==> src/rtl/vme_master_arbiter.sv <==
// Round-robin arbiter sharing one VME master command port between two requesters.
// Issues a one-cycle command strobe, waits for completion and aborts on watchdog expiry.
module vme_master_arbiter #(
    parameter int TIMEOUT_CYC = 1023,
    parameter int TO_W        = 10
) (
    input  logic        clk,
    input  logic        sw_reset,
    input  logic        req_a,
    input  logic [23:1] addr_a,
    input  logic        wr_a,
    input  logic        rd_a,
    input  logic [15:0] wdata_a,
    output logic        grant_a,
    output logic        done_a,
    input  logic        req_b,
    input  logic [23:1] addr_b,
    input  logic        wr_b,
    input  logic        rd_b,
    input  logic [15:0] wdata_b,
    output logic        grant_b,
    output logic        done_b,
    output logic [15:0] rd_data,
    output logic        timeout_err,
    output logic        busy,
    output logic        spurious,
    output logic        vme_cmd,
    output logic [23:1] vme_addr,
    output logic        vme_wr,
    output logic        vme_rd,
    output logic [15:0] vme_wr_data,
    input  logic        vme_cmd_rd,
    input  logic [15:0] vme_rd_data
);
    typedef enum logic [1:0] {
        S_IDLE  = 2'd0,
        S_ISSUE = 2'd1,
        S_WAIT  = 2'd2,
        S_DONE  = 2'd3
    } state_t;

    localparam logic [TO_W-1:0] CNT_LAST = TO_W'(TIMEOUT_CYC - 1);
    localparam logic [TO_W-1:0] CNT_ONE  = TO_W'(1);

    state_t          state_q;
    logic [TO_W-1:0] cnt_q;
    logic            last_owner_q;   // 1'b1 = port B
    logic            owner_q;
    logic            grant_a_q, grant_b_q, done_a_q, done_b_q;
    logic [15:0]     rd_data_q;
    logic            timeout_err_q, busy_q, spurious_q, vme_cmd_q;
    logic [23:1]     vme_addr_q;
    logic            vme_wr_q, vme_rd_q;
    logic [15:0]     vme_wr_data_q;
    logic            pick_b_d;

    // Port choice in IDLE: a lone requester wins, a tie goes to the port that did not own last.
    always_comb begin
        pick_b_d = 1'b0;
        if (req_b && (!req_a || !last_owner_q)) begin
            pick_b_d = 1'b1;
        end else begin
            pick_b_d = 1'b0;
        end
    end

    // Arbitration FSM with all outputs registered.
    always_ff @(posedge clk) begin
        if (sw_reset) begin
            state_q       <= S_IDLE;
            cnt_q         <= '0;
            last_owner_q  <= 1'b1;
            owner_q       <= 1'b0;
            grant_a_q     <= 1'b0;
            grant_b_q     <= 1'b0;
            done_a_q      <= 1'b0;
            done_b_q      <= 1'b0;
            rd_data_q     <= 16'h0000;
            timeout_err_q <= 1'b0;
            busy_q        <= 1'b0;
            spurious_q    <= 1'b0;
            vme_cmd_q     <= 1'b0;
            vme_addr_q    <= 23'h000000;
            vme_wr_q      <= 1'b0;
            vme_rd_q      <= 1'b0;
            vme_wr_data_q <= 16'h0000;
        end else begin
            vme_cmd_q <= 1'b0;
            done_a_q  <= 1'b0;
            done_b_q  <= 1'b0;
            if (vme_cmd_rd && (state_q != S_WAIT)) begin
                spurious_q <= 1'b1;
            end
            case (state_q)
                S_IDLE: begin
                    if (req_a || req_b) begin
                        grant_a_q     <= !pick_b_d;
                        grant_b_q     <= pick_b_d;
                        owner_q       <= pick_b_d;
                        last_owner_q  <= pick_b_d;
                        vme_addr_q    <= pick_b_d ? addr_b  : addr_a;
                        vme_wr_q      <= pick_b_d ? wr_b    : wr_a;
                        vme_rd_q      <= pick_b_d ? rd_b    : rd_a;
                        vme_wr_data_q <= pick_b_d ? wdata_b : wdata_a;
                        busy_q        <= 1'b1;
                        state_q       <= S_ISSUE;
                    end
                end
                S_ISSUE: begin
                    vme_cmd_q <= 1'b1;
                    cnt_q     <= '0;
                    state_q   <= S_WAIT;
                end
                S_WAIT: begin
                    // A completion in the final watchdog cycle takes priority over the abort.
                    if (vme_cmd_rd) begin
                        if (vme_rd_q) begin
                            rd_data_q <= vme_rd_data;
                        end
                        timeout_err_q <= 1'b0;
                        done_a_q      <= !owner_q;
                        done_b_q      <= owner_q;
                        state_q       <= S_DONE;
                    end else if (cnt_q == CNT_LAST) begin
                        rd_data_q     <= 16'h0000;
                        timeout_err_q <= 1'b1;
                        done_a_q      <= !owner_q;
                        done_b_q      <= owner_q;
                        state_q       <= S_DONE;
                    end else begin
                        cnt_q <= cnt_q + CNT_ONE;
                    end
                end
                S_DONE: begin
                    grant_a_q <= 1'b0;
                    grant_b_q <= 1'b0;
                    busy_q    <= 1'b0;
                    state_q   <= S_IDLE;
                end
                default: begin
                    grant_a_q <= 1'b0;
                    grant_b_q <= 1'b0;
                    busy_q    <= 1'b0;
                    state_q   <= S_IDLE;
                end
            endcase
        end
    end

    assign grant_a     = grant_a_q;
    assign grant_b     = grant_b_q;
    assign done_a      = done_a_q;
    assign done_b      = done_b_q;
    assign rd_data     = rd_data_q;
    assign timeout_err = timeout_err_q;
    assign busy        = busy_q;
    assign spurious    = spurious_q;
    assign vme_cmd     = vme_cmd_q;
    assign vme_addr    = vme_addr_q;
    assign vme_wr      = vme_wr_q;
    assign vme_rd      = vme_rd_q;
    assign vme_wr_data = vme_wr_data_q;
endmodule

==> config.mk <==
export PLATFORM = sky130hd
export DESIGN_NAME = vme_master_arbiter
export DESIGN_NICKNAME = d
export VERILOG_FILES = /design/src/rtl/vme_master_arbiter.sv
export SDC_FILE = /design/constraint.sdc
export NUM_CORES = 1
export LEC_CHECK = 0
export CAP_MARGIN = 5
export CORE_MARGIN = 2
export CORE_UTILIZATION = 35
export DETAILED_ROUTE_END_ITERATION = 6
export GPL_TIMING_DRIVEN = 1
export PLACE_DENSITY = 0.73
export SLEW_MARGIN = 0
export SYNTH_ARGS = -nofsm -noshare
export SYNTH_HDL_FRONTEND = slang
export SYNTH_SLANG_ARGS = --single-unit
==> constraint.sdc <==
create_clock -name clk -period 2.5 [get_ports clk]
set_input_delay 0.5 -clock clk [delete_from_list [all_inputs] [get_ports clk]]
set_output_delay 0.5 -clock clk [all_outputs]
set_load 0.02 [all_outputs]
==> metrics.md, run 1 <==
| Metric | Value |
|---|---|
| Max-slew violation count | `0` |
| Post-CTS resize count | `0` |
| Num CTS Buffers | `9` |
| Clock skew | `0.01007 ns` |
| Syn avg cell area | `9.382 um^2` |
| Total Nets Final | `642` |
| Number of DRC markers in iteration 0 | `88` |
| Top Ports | `168` |
| Gr usage total | `17.34%` |
| Leak | `2.080 nW` |
| Worst-Skew Late Latency | `0.35 ns` |
| Number of synthesized flops with an enable pin | `0` |
| Largest net degree at the start of global routing | `44` |
| Status | `complete, no violations` |
| GRT overflow | `0` |
| Final min period | `2.138 ns` |
| Diode count | `0` |
| Clock Pin Slew Worst Setup and Hold Paths | `0.08 ns` |
| Slew headroom | `56.57%` |
| Top_reg_cell synth | `dfxtp_1` |
| Cells after Synth | `377` |
| Post-Syn Area | `3537 um^2` |
| Drt wl/cell | `14.33 um` |
| Max Root-Sink Buffers | `2` |
| Via count | `3324` |
| Worst-Margin Slew | `0.6514 ns` |
| PortBufs | `167` |
| Unrepaired setup endpoints after global routing | `no` |
| Setup Buffers After CTS | `0` |
| Post-CTS Hold Buffers | `0` |
| Root Driver | `clkbuf_8` |
| #FFs+latches synth | `79` |
| FP Rows | `36` |
| Max Cap Viol | `0` |
| Fmax | `467.8 MHz` |
| Crit. End Element | `flip-flop` |
| Fraction of registers with async set/reset | `0%` |
| Min-delay worst type | `flip-flop to flip-flop` |
| DR pass1 iterations | `4` |
| First-pass GRT wire length | `15.30 mm` |
| Proportion of layout cells with a drive suffix above 1 | `6.518%` |
| Peak VDD IR | `0.4168 mV` |
| Pwr dens | `934.0 nW/um^2` |
| Final hold vios | `0` |
| Finished Cell Area | `5567 um^2` |
| # clock sinks | `79` |
| Final WL | `9.598 mm` |
| Die width | `104.5 um` |
| Average vias per placed instance | `4.961` |
| H-Tree Level Count | `3` |
| Sequential share of the synthesized area | `44.71%` |
| Critical Path AT | `2.38 ns` |
| Fin crit share | `85.51%` |
| Post-route setup TNS | `0 ns` |
| DP HPWL | `6.991 mm` |
| TritonCTS clock tree | `yes` |
| Core Region | `9774 um^2` |
| DRC violations left | `0` |
| Yosys warns | `0` |
| Layout Area Growth over Synthesis | `57.38%` |
| Initial Util | `36.19%` |
| Layout fillers | `880` |
| Final ANT Viol Nets | `0` |
| Startpoint type of the worst setup path | `flip-flop` |
| CP Data Required Time | `2.74 ns` |
| Final setup vio count | `0` |
| Dpl cell area | `5306 um^2` |
| Net Count, Synth | `487` |
| Vias in the first global route | `3176` |
| GPL Wtd Cong | `0.7882` |
| Crit path max fanout | `18` |
| Initial antenna violation count | `0` |
| Die height | `104.5 um` |
| CP Class | `flip-flop to flip-flop` |
| Die area | `10930 um^2` |
| Cell variety after synth | `50` |
[layer usage]
metal	GRT usage [%]	wire length (um)	share of wire [%]
met2	29.08	4666	49
met5	0	0	0
met3	4.616	602	6.3
met4	7.432	184	1.9
met1	20.88	4144	43
[cell usage in the layout (no fill, tap or decap), types with 2 or more instances in the layout]
cell / synthesis / final
clkdlybuf4s50_1: 0 / 166
dfxtp_1: 79 / 79
nor2_1: 44 / 44
a211oi_1: 42 / 42
mux2i_1: 41 / 41
nand2_1: 24 / 24
a21oi_1: 23 / 23
o21ai_0: 12 / 12
and3_1: 9 / 9
clkbuf_8: 0 / 9
o21ai_1: 8 / 8
ha_1: 7 / 7
inv_1: 6 / 6
nor3_1: 6 / 6
a211o_1: 4 / 4
bufinv_16: 0 / 4
nor2b_1: 3 / 3
nand4_1: 3 / 3
nor3b_1: 3 / 3
nand3_1: 3 / 3
buf_12: 0 / 3
buf_4: 1 / 3
and4_4: 2 / 2
nand2b_1: 2 / 2
o21ai_2: 2 / 2
[logic make-up after synthesis]
family,synth area share (%)
DFF,44.71
adders and majority gates,2.476
muxes,11.92
and+or+nand+nor,14.40
AOI/OAI and AO/OA,21.01
xor gates and xnor gates,0.2477
buffers and inverters,5.235
[flip-flops by register name, indices dropped and copies added, names as in the netlist, 2 cells and up]
register / count
vme_addr: 23
rd_data: 16
vme_wr_data: 16
cnt_q: 10
state_q: 2
[cell type report]
type | count | area, um^2 | share of cell area [%]
tap | 133 | 166.4 | 2.989
clock inverter | 6 | 132.6 | 2.383
multi-input combinational | 262 | 1783 | 32.03
sequential | 79 | 1582 | 28.41
clock buffer | 10 | 127.6 | 2.293
inverter | 7 | 26.28 | 0.4720
timing repair buffer | 173 | 1749 | 31.42
[through the flow]
step	cells	setup slack [ns]	power (mW)	util, %	hold WS [ns]
final	670	0.3623	5.199	56.95	0.4652
after CTS	670	0.3766	5.249	56.95	0.4658
after floorplan	377	0.7651	3.014	-	0.4156
after detailed placement	654	0.3801	4.008	54.29	0.4571
after global placement	654	0.4052	3.969	54.29	0.4456
after global routing	670	0.1578	5.501	56.95	0.4812
[synthesized netlist by cell type (2+ instances only)]
master    number  area share [%]
dfxtp_1       79              45
nand4_1        3            0.53
nand3_1        3            0.42
nand2b_1       2            0.35
clkbuf_1      12             1.3
and3_1         9             1.6
and4_4         2            0.64
nand2_1       24             2.5
o21ai_2        2            0.50
nor2_1        44             4.7
o21ai_1        8             1.1
a211oi_1      42             8.9
buf_2          7            0.99
nor3_1         6            0.85
mux2i_1       41              12
inv_1          6            0.64
ha_1           7             2.5
buf_6          5             1.6
nor3b_1        3            0.64
o21ai_0       12             1.7
a211o_1        4            0.99
nor2b_1        3            0.53
buf_1          4            0.42
a21oi_1       23             3.3
[final timing paths]
path / from / end / slack (ns) / depth (start not counted)
worst min-delay path: owner_q / done_a / 0.47 / 1
worst min register to register: owner_q / done_a / 0.47 / 1
worst max-delay path: state_q[0] / cnt_q[5] / 0.36 / 6
worst max register to register: state_q[0] / cnt_q[5] / 0.36 / 6
[power breakdown]
group	switching (mW)	total, mW	internal (mW)	leakage (nW)
sequential	0.183	1.77	1.59	0.649
combinational	1.16	2.21	1.05	1.30
clock	0.461	1.22	0.763	0.126
[critical path, cell delays in order, from the launching register on]
cell	delay [ns]
dfxtp_1	0.33
inv_1	0.12
ha_1	0.41
inv_2	0.24
a311oi_4	0.42
nor3_4	0.14
a221o_1	0.37
Power figures use the tool's default switching activity.
==> run 2: changes to the inputs <==
CORE_MARGIN = 8   (was 2)
CORE_UTILIZATION = 40   (was 35)
PLACE_DENSITY = 0.82   (was 0.73)
==> run 2 against run 1 <==
Effect of this change:
- sequential share of layout area rose by 0.55 points
- largest power group unchanged
- global-route usage rose by 0.17 points
- clock power fell by 30%
- critical endpoint unchanged
- sequential power barely moved
- setup slack improved by 0.033 ns
- cell count fell by 3.3%
- flip-flop and latch count did not move
- routed wire length rose by 11%
- critical path depth did not move
==> metrics.md, run 2 (same netlist as run 1, synthesis figures left out) <==
| Metric | Value |
|---|---|
| Status | `complete, no violations (unchanged)` |
| Pwr dens | `889.2 nW/um^2 (was 934.0 nW/um^2)` |
| Via count | `3331 (was 3324)` |
| GRT overflow | `0 (unchanged)` |
| Vias in the first global route | `3516 (was 3176)` |
| Final setup vio count | `0 (unchanged)` |
| Finished Layout Cells | `648 (was 670)` |
| Root Driver | `clkbuf_8 (unchanged)` |
| Clock Pin Slew Worst Setup and Hold Paths | `0.08 ns (about the same)` |
| Leak | `2.049 nW (was 2.080 nW)` |
| Peak VDD IR | `0.4526 mV (was 0.4168 mV)` |
| Switch share | `37.94% (was 34.65%)` |
| Initial Util | `40.96% (was 36.19%)` |
| Final WL | `10.61 mm (was 9.598 mm)` |
| Final min period | `2.104 ns (was 2.138 ns)` |
| Fmax | `475.2 MHz (was 467.8 MHz)` |
| Drt wl/cell | `16.37 um (was 14.33 um)` |
| H-Tree Level Count | `3 (unchanged)` |
| # clock sinks | `79 (unchanged)` |
| Fin crit share | `84.18% (was 85.51%)` |
| Combinational share of power | `45.9% (was 42.4%)` |
| Total Nets Final | `645 (was 642)` |
| Dpl cell area | `5285 um^2 (was 5306 um^2)` |
| Num CTS Buffers | `9 (unchanged)` |
| Number of DRC markers in iteration 0 | `91 (was 88)` |
| First-pass GRT wire length | `16.77 mm (was 15.30 mm)` |
| Crit path max fanout | `18 (unchanged)` |
| Internal | `3.013 mW (was 3.398 mW)` |
| CP Class | `flip-flop to flip-flop (unchanged)` |
| Diode count | `0 (unchanged)` |
| Max Root-Sink Buffers | `2 (unchanged)` |
| Setup Buffers After CTS | `0 (unchanged)` |
| CP Data Required Time | `2.74 ns (about the same)` |
| Die area | `12110 um^2 (was 10930 um^2)` |
| Placed Instances | `632 (was 654)` |
| Worst-Margin Slew | `0.6170 ns (was 0.6514 ns)` |
| Average vias per placed instance | `5.140 (was 4.961)` |
| DRC violations left | `0 (unchanged)` |
| DP HPWL | `8.324 mm (was 6.991 mm)` |
| Post-CTS Hold Buffers | `0 (unchanged)` |
| Layout Area Growth over Synthesis | `54.37% (was 57.38%)` |
| DR pass1 iterations | `5 (was 4)` |
| Pwr Total | `4.855 mW (was 5.199 mW)` |
| P_sw | `1.842 mW (was 1.801 mW)` |
| Largest net degree at the start of global routing | `61 (was 44)` |
| Top Ports | `168 (unchanged)` |
| Worst-Skew Late Latency | `0.35 ns (about the same)` |
| Unrepaired setup endpoints after global routing | `no (unchanged)` |
| TritonCTS clock tree | `yes (unchanged)` |
| PortBufs | `167 (unchanged)` |
| Initial antenna violation count | `0 (unchanged)` |
| Min-delay worst type | `flip-flop to flip-flop (unchanged)` |
| Slew headroom | `58.87% (was 56.57%)` |
| Clock skew | `0.01105 ns (was 0.01007 ns)` |
| Commonest non-fill, non-tap cell in the layout | `clkdlybuf4s50_1 (unchanged)` |
| Die height | `110.0 um (was 104.5 um)` |
| Max-slew violation count | `0 (unchanged)` |
| Layout fillers | `711 (was 880)` |
| Critical Path AT | `2.34 ns (was 2.38 ns)` |
| Most frequent cells in the layout | `166 x clkdlybuf4s50_1, 79 x dfxtp_1, 44 x nor2_1 (unchanged)` |
| Final ANT Viol Nets | `0 (unchanged)` |
| Die width | `110.0 um (was 104.5 um)` |
| GPL Wtd Cong | `0.8018 (was 0.7882)` |
| Gr usage total | `17.51% (was 17.34%)` |
| Final hold vios | `0 (unchanged)` |
| Core Region | `8636 um^2 (was 9774 um^2)` |
| Max Cap Viol | `0 (unchanged)` |
| Finished Cell Area | `5460 um^2 (was 5567 um^2)` |
| Proportion of layout cells with a drive suffix above 1 | `7.037% (was 6.518%)` |
| Crit. End Element | `flip-flop (unchanged)` |
| FP Rows | `34 (was 36)` |
| Post-CTS resize count | `0 (unchanged)` |
| Max FFs per register | `23 (unchanged)` |
| Post-route setup TNS | `0 ns (unchanged)` |
| Sequential power share | `36.6% (was 34.0%)` |
| Clock power share | `17.5% (was 23.6%)` |
| Startpoint type of the worst setup path | `flip-flop (unchanged)` |
## run 2: cell count changes in the layout (fill, tap and decap cells not counted), sizes merged
cell and change:
clkinv +2, clkbuf +1, bufinv -4, buf +3, clkinvlp +1
## run 2: per-layer routing
layer	global-route usage (%)	routed length, um	part of all wire (%)
met3	9.826	1215	11
met4	4.243	50	0.47
met1	18.12	4099	39
met2	30.09	5242	49
met5	0	0	0
## run 2: stage by stage
stage	util (%)	hold WS [ns]	setup slack, ns
final	63.23	0.4652	0.3955
after global routing	63.23	0.4779	0.2531
after CTS	63.23	0.4683	0.3911
after detailed placement	61.20	0.4533	0.2927
after global placement	61.20	0.4482	0.3832
after floorplan	-	0.4156	0.7651
## run 2: layout make-up
class,count,area [um^2],area share [%]
clock buffer,11,141.4,2.589
clock inverter,5,33.78,0.6187
inverter,7,26.28,0.4812
multi-input combinational,262,1783,32.65
sequential,79,1582,28.96
tap,108,135.1,2.475
timing repair buffer,176,1759,32.22
## run 2: power by group through the flow
| stage | sequential, mW | combinational [mW] | clock (mW) |
|---|---|---|---|
| floorplan | 2.15 | 0.867 | 0 |
| global placement | 1.78 | 2.20 | 0 |
| detailed placement | 1.80 | 2.24 | 0 |
| CTS | 1.78 | 2.26 | 0.874 |
| global route | 1.82 | 2.41 | 0.925 |
| finish | 1.78 | 2.23 | 0.851 |
## run 2: path summary, 6_finish.rpt
| path | startpoint | end | slack, ns | cells past startpoint |
|---|---|---|---|---|
| setup / recovery | state_q[0] | cnt_q[5] | 0.40 | 6 |
| hold / removal | busy | busy | 0.47 | 2 |
| setup reg to reg | state_q[0] | cnt_q[5] | 0.40 | 6 |
| hold reg to reg | busy | busy | 0.47 | 2 |
## run 2: worst max-delay path: stages, from the launching register on
cell and delay (ns):
dfxtp_1 0.34, inv_1 0.12, ha_1 0.39, inv_2 0.24
a311oi_4 0.42, nor3_4 0.13, a221o_1 0.36
==> run 3: changes to the inputs <==
clock period = 2.18 ns   (was 2.5 ns; I/O delays follow)
==> run 3 against run 2 <==
Effect of this change:
- via count rose by 1.3%
- sequential share of layout area decreased by 0.34 points
- cell count rose by 0.15%
- global-route usage shrank 0.58 points
- hold slack got worse by 0.053 ns
- power rose by 20%
- register-to-register slack worse by 0.15 ns
- routed wire length fell by 0.40%
- final area grew 1.2%
- sequential power is 14% higher
- largest cell class unchanged
==> metrics.md, run 3 (same netlist as run 1, synthesis figures left out) <==
| Metric | Value |
|---|---|
| Hold slack | `0.4127 ns (was 0.4652 ns)` |
| Fmax | `516.4 MHz (was 475.2 MHz)` |
| Worst path buffer plus inverter count | `2 (unchanged)` |
| Final hold vios | `0 (unchanged)` |
| DP HPWL | `8.361 mm (was 8.324 mm)` |
| Crit. End Element | `flip-flop (unchanged)` |
| PortBufs | `167 (unchanged)` |
| Worst-path cell chain | `inv_1, ha_1, inv_2, a311oi_4, nor3_4, a221o_1 (unchanged)` |
| Root Driver | `clkbuf_8 (unchanged)` |
| Final WL | `10.56 mm (was 10.61 mm)` |
| Total Nets Final | `646 (was 645)` |
| Final min period | `1.936 ns (was 2.104 ns)` |
| Max-slew violation count | `0 (unchanged)` |
| Min-delay worst type | `input port to flip-flop (was flip-flop to flip-flop)` |
| Via count | `3373 (was 3331)` |
| Layout fillers | `725 (was 711)` |
| GRT overflow | `0 (unchanged)` |
| First-pass GRT wire length | `16.29 mm (was 16.77 mm)` |
| Crit path max fanout | `11 (was 18)` |
| Final setup vio count | `0 (unchanged)` |
| Most frequent cells in the layout | `166 x clkdlybuf4s50_1, 79 x dfxtp_1, 44 x nor2_1 (unchanged)` |
| Critical Path AT | `2.18 ns (was 2.34 ns)` |
| CP top delay family | `compound AO/OA/AOI/OAI gates (unchanged)` |
| # clock sinks | `79 (unchanged)` |
| Die width | `110.0 um (unchanged)` |
| Worst hold path startpoint | `sw_reset (was busy)` |
| TritonCTS clock tree | `yes (unchanged)` |
| Max FFs per register | `23 (unchanged)` |
| Slowest cell on the critical path | `ha_1 (was a311oi_4)` |
| Number of DRC markers in iteration 0 | `106 (was 91)` |
| Leak | `2.077 nW (was 2.049 nW)` |
| Commonest non-fill, non-tap cell in the layout | `clkdlybuf4s50_1 (unchanged)` |
| DR pass1 iterations | `4 (was 5)` |
| Pwr dens | `1051 nW/um^2 (was 889.2 nW/um^2)` |
| Layout Area Growth over Synthesis | `56.21% (was 54.37%)` |
| Core Region | `8636 um^2 (unchanged)` |
| Peak VDD IR | `0.6124 mV (was 0.4526 mV)` |
| Fin crit share | `88.83% (was 84.18%)` |
| Reg2reg end | `cnt_q[5] (unchanged)` |
| Max Cap Viol | `0 (unchanged)` |
| DRC violations left | `0 (unchanged)` |
| Average vias per placed instance | `5.197 (was 5.140)` |
| Post-route setup TNS | `0 ns (unchanged)` |
| Top Ports | `168 (unchanged)` |
| Initial antenna violation count | `0 (unchanged)` |
| Slew headroom | `59.52% (was 58.87%)` |
| Clock skew | `0.01041 ns (was 0.01105 ns)` |
| Final ANT Viol Nets | `0 (unchanged)` |
| Startpoint type of the worst setup path | `flip-flop (unchanged)` |
| Initial Util | `40.96% (unchanged)` |
| R2R Path Start | `state_q[0] (unchanged)` |
| Clock Pin Slew Worst Setup and Hold Paths | `0.08 ns (about the same)` |
| CP Data Required Time | `2.42 ns (was 2.74 ns)` |
| Diode count | `0 (unchanged)` |
| Max Root-Sink Buffers | `2 (unchanged)` |
| Worst-Skew Late Latency | `0.35 ns (about the same)` |
| Worst-Margin Slew | `0.6071 ns (was 0.6170 ns)` |
| Unrepaired setup endpoints after global routing | `no (unchanged)` |
| Die height | `110.0 um (unchanged)` |
| Largest net degree at the start of global routing | `37 (was 61)` |
| Crit. Startpoint | `state_q[0] (unchanged)` |
| Post-CTS Hold Buffers | `0 (unchanged)` |
| Proportion of layout cells with a drive suffix above 1 | `7.209% (was 7.037%)` |
| Post-CTS resize count | `0 (unchanged)` |
| Setup Buffers After CTS | `0 (unchanged)` |
| Reg2reg setup slack | `0.24 ns (was 0.40 ns)` |
| CP Class | `flip-flop to flip-flop (unchanged)` |
| FP Rows | `34 (unchanged)` |
| Vias in the first global route | `3299 (was 3516)` |
| Status | `complete, no violations (unchanged)` |
| GPL Wtd Cong | `0.7611 (was 0.8018)` |
| CP max stage delay | `0.40 ns (was 0.42 ns)` |
| Crit path to | `cnt_q[5] (unchanged)` |
| WP depth | `6 (unchanged)` |
| Reg2Reg Depth | `6 (unchanged)` |
| H-Tree Level Count | `3 (unchanged)` |
| Gr usage total | `16.93% (was 17.51%)` |
| Drt wl/cell | `16.28 um (was 16.37 um)` |
| Die area | `12110 um^2 (unchanged)` |
| Num CTS Buffers | `9 (unchanged)` |
[run 3: changes by cell type in the layout (fill, tap and decap cells not counted)]
cell,previous run,this run
buf_12,2,3
bufinv_16,0,2
clkbuf_8,10,9
clkinv_2,2,0
clkinv_4,1,0
inv_6,0,2
[run 3: worst min-delay path by stage]
stage / endpoint / slack (ns) / cells after the start
2_1_floorplan: done_a / 0.42 / 1
3_3_place_gp: done_a / 0.45 / 1
3_5_place_dp: busy / 0.45 / 2
4_1_cts: cnt_q[2] / 0.40 / 2
5_1_grt: owner_q / 0.40 / 2
6_report: vme_addr[5] / 0.41 / 2
[run 3: area by class of cell]
class                   instances  area (um^2)  share of cell area [%]
clock buffers                  10        127.6                   2.310
clock inverters                 6        92.59                   1.676
inverters                       7        26.28                  0.4755
multi-input cells             262         1783                   32.27
flip-flops and latches         79         1582                   28.62
well taps                     108        135.1                   2.446
repair buffers                177         1779                   32.20
[run 3: report_power, final]
part	internal (mW)	total, mW	switching, mW
registers	1.82	2.03	0.210
clock network	0.653	1.21	0.556
logic	1.22	2.57	1.35
[run 3: routing by layer]
metal / routed length (um) / track usage (%) / up-vias
met4: 107 / 4.629 / 0
met2: 5064 / 27.61 / 129
met1: 4144 / 18.70 / 1532
li1: - / - / 1700
met3: 1248 / 9.244 / 12
met5: 0 / 0 / -
[run 3: through the flow]
| step | power (mW) | std cells | worst slack, ns | area [um^2] | util [%] |
|---|---|---|---|---|---|
| after floorplan | 3.457 | 377 | 0.4451 | 3537 | - |
| after detailed placement | 4.652 | 633 | 0.05454 | 5305 | 61.43 |
| final | 5.806 | 649 | 0.2436 | 5525 | 63.98 |
| after CTS | 5.860 | 649 | 0.2735 | 5525 | 63.98 |
| after global routing | 6.153 | 649 | 0.1229 | 5525 | 63.98 |
| after global placement | 4.594 | 633 | 0.1254 | 5305 | 61.43 |
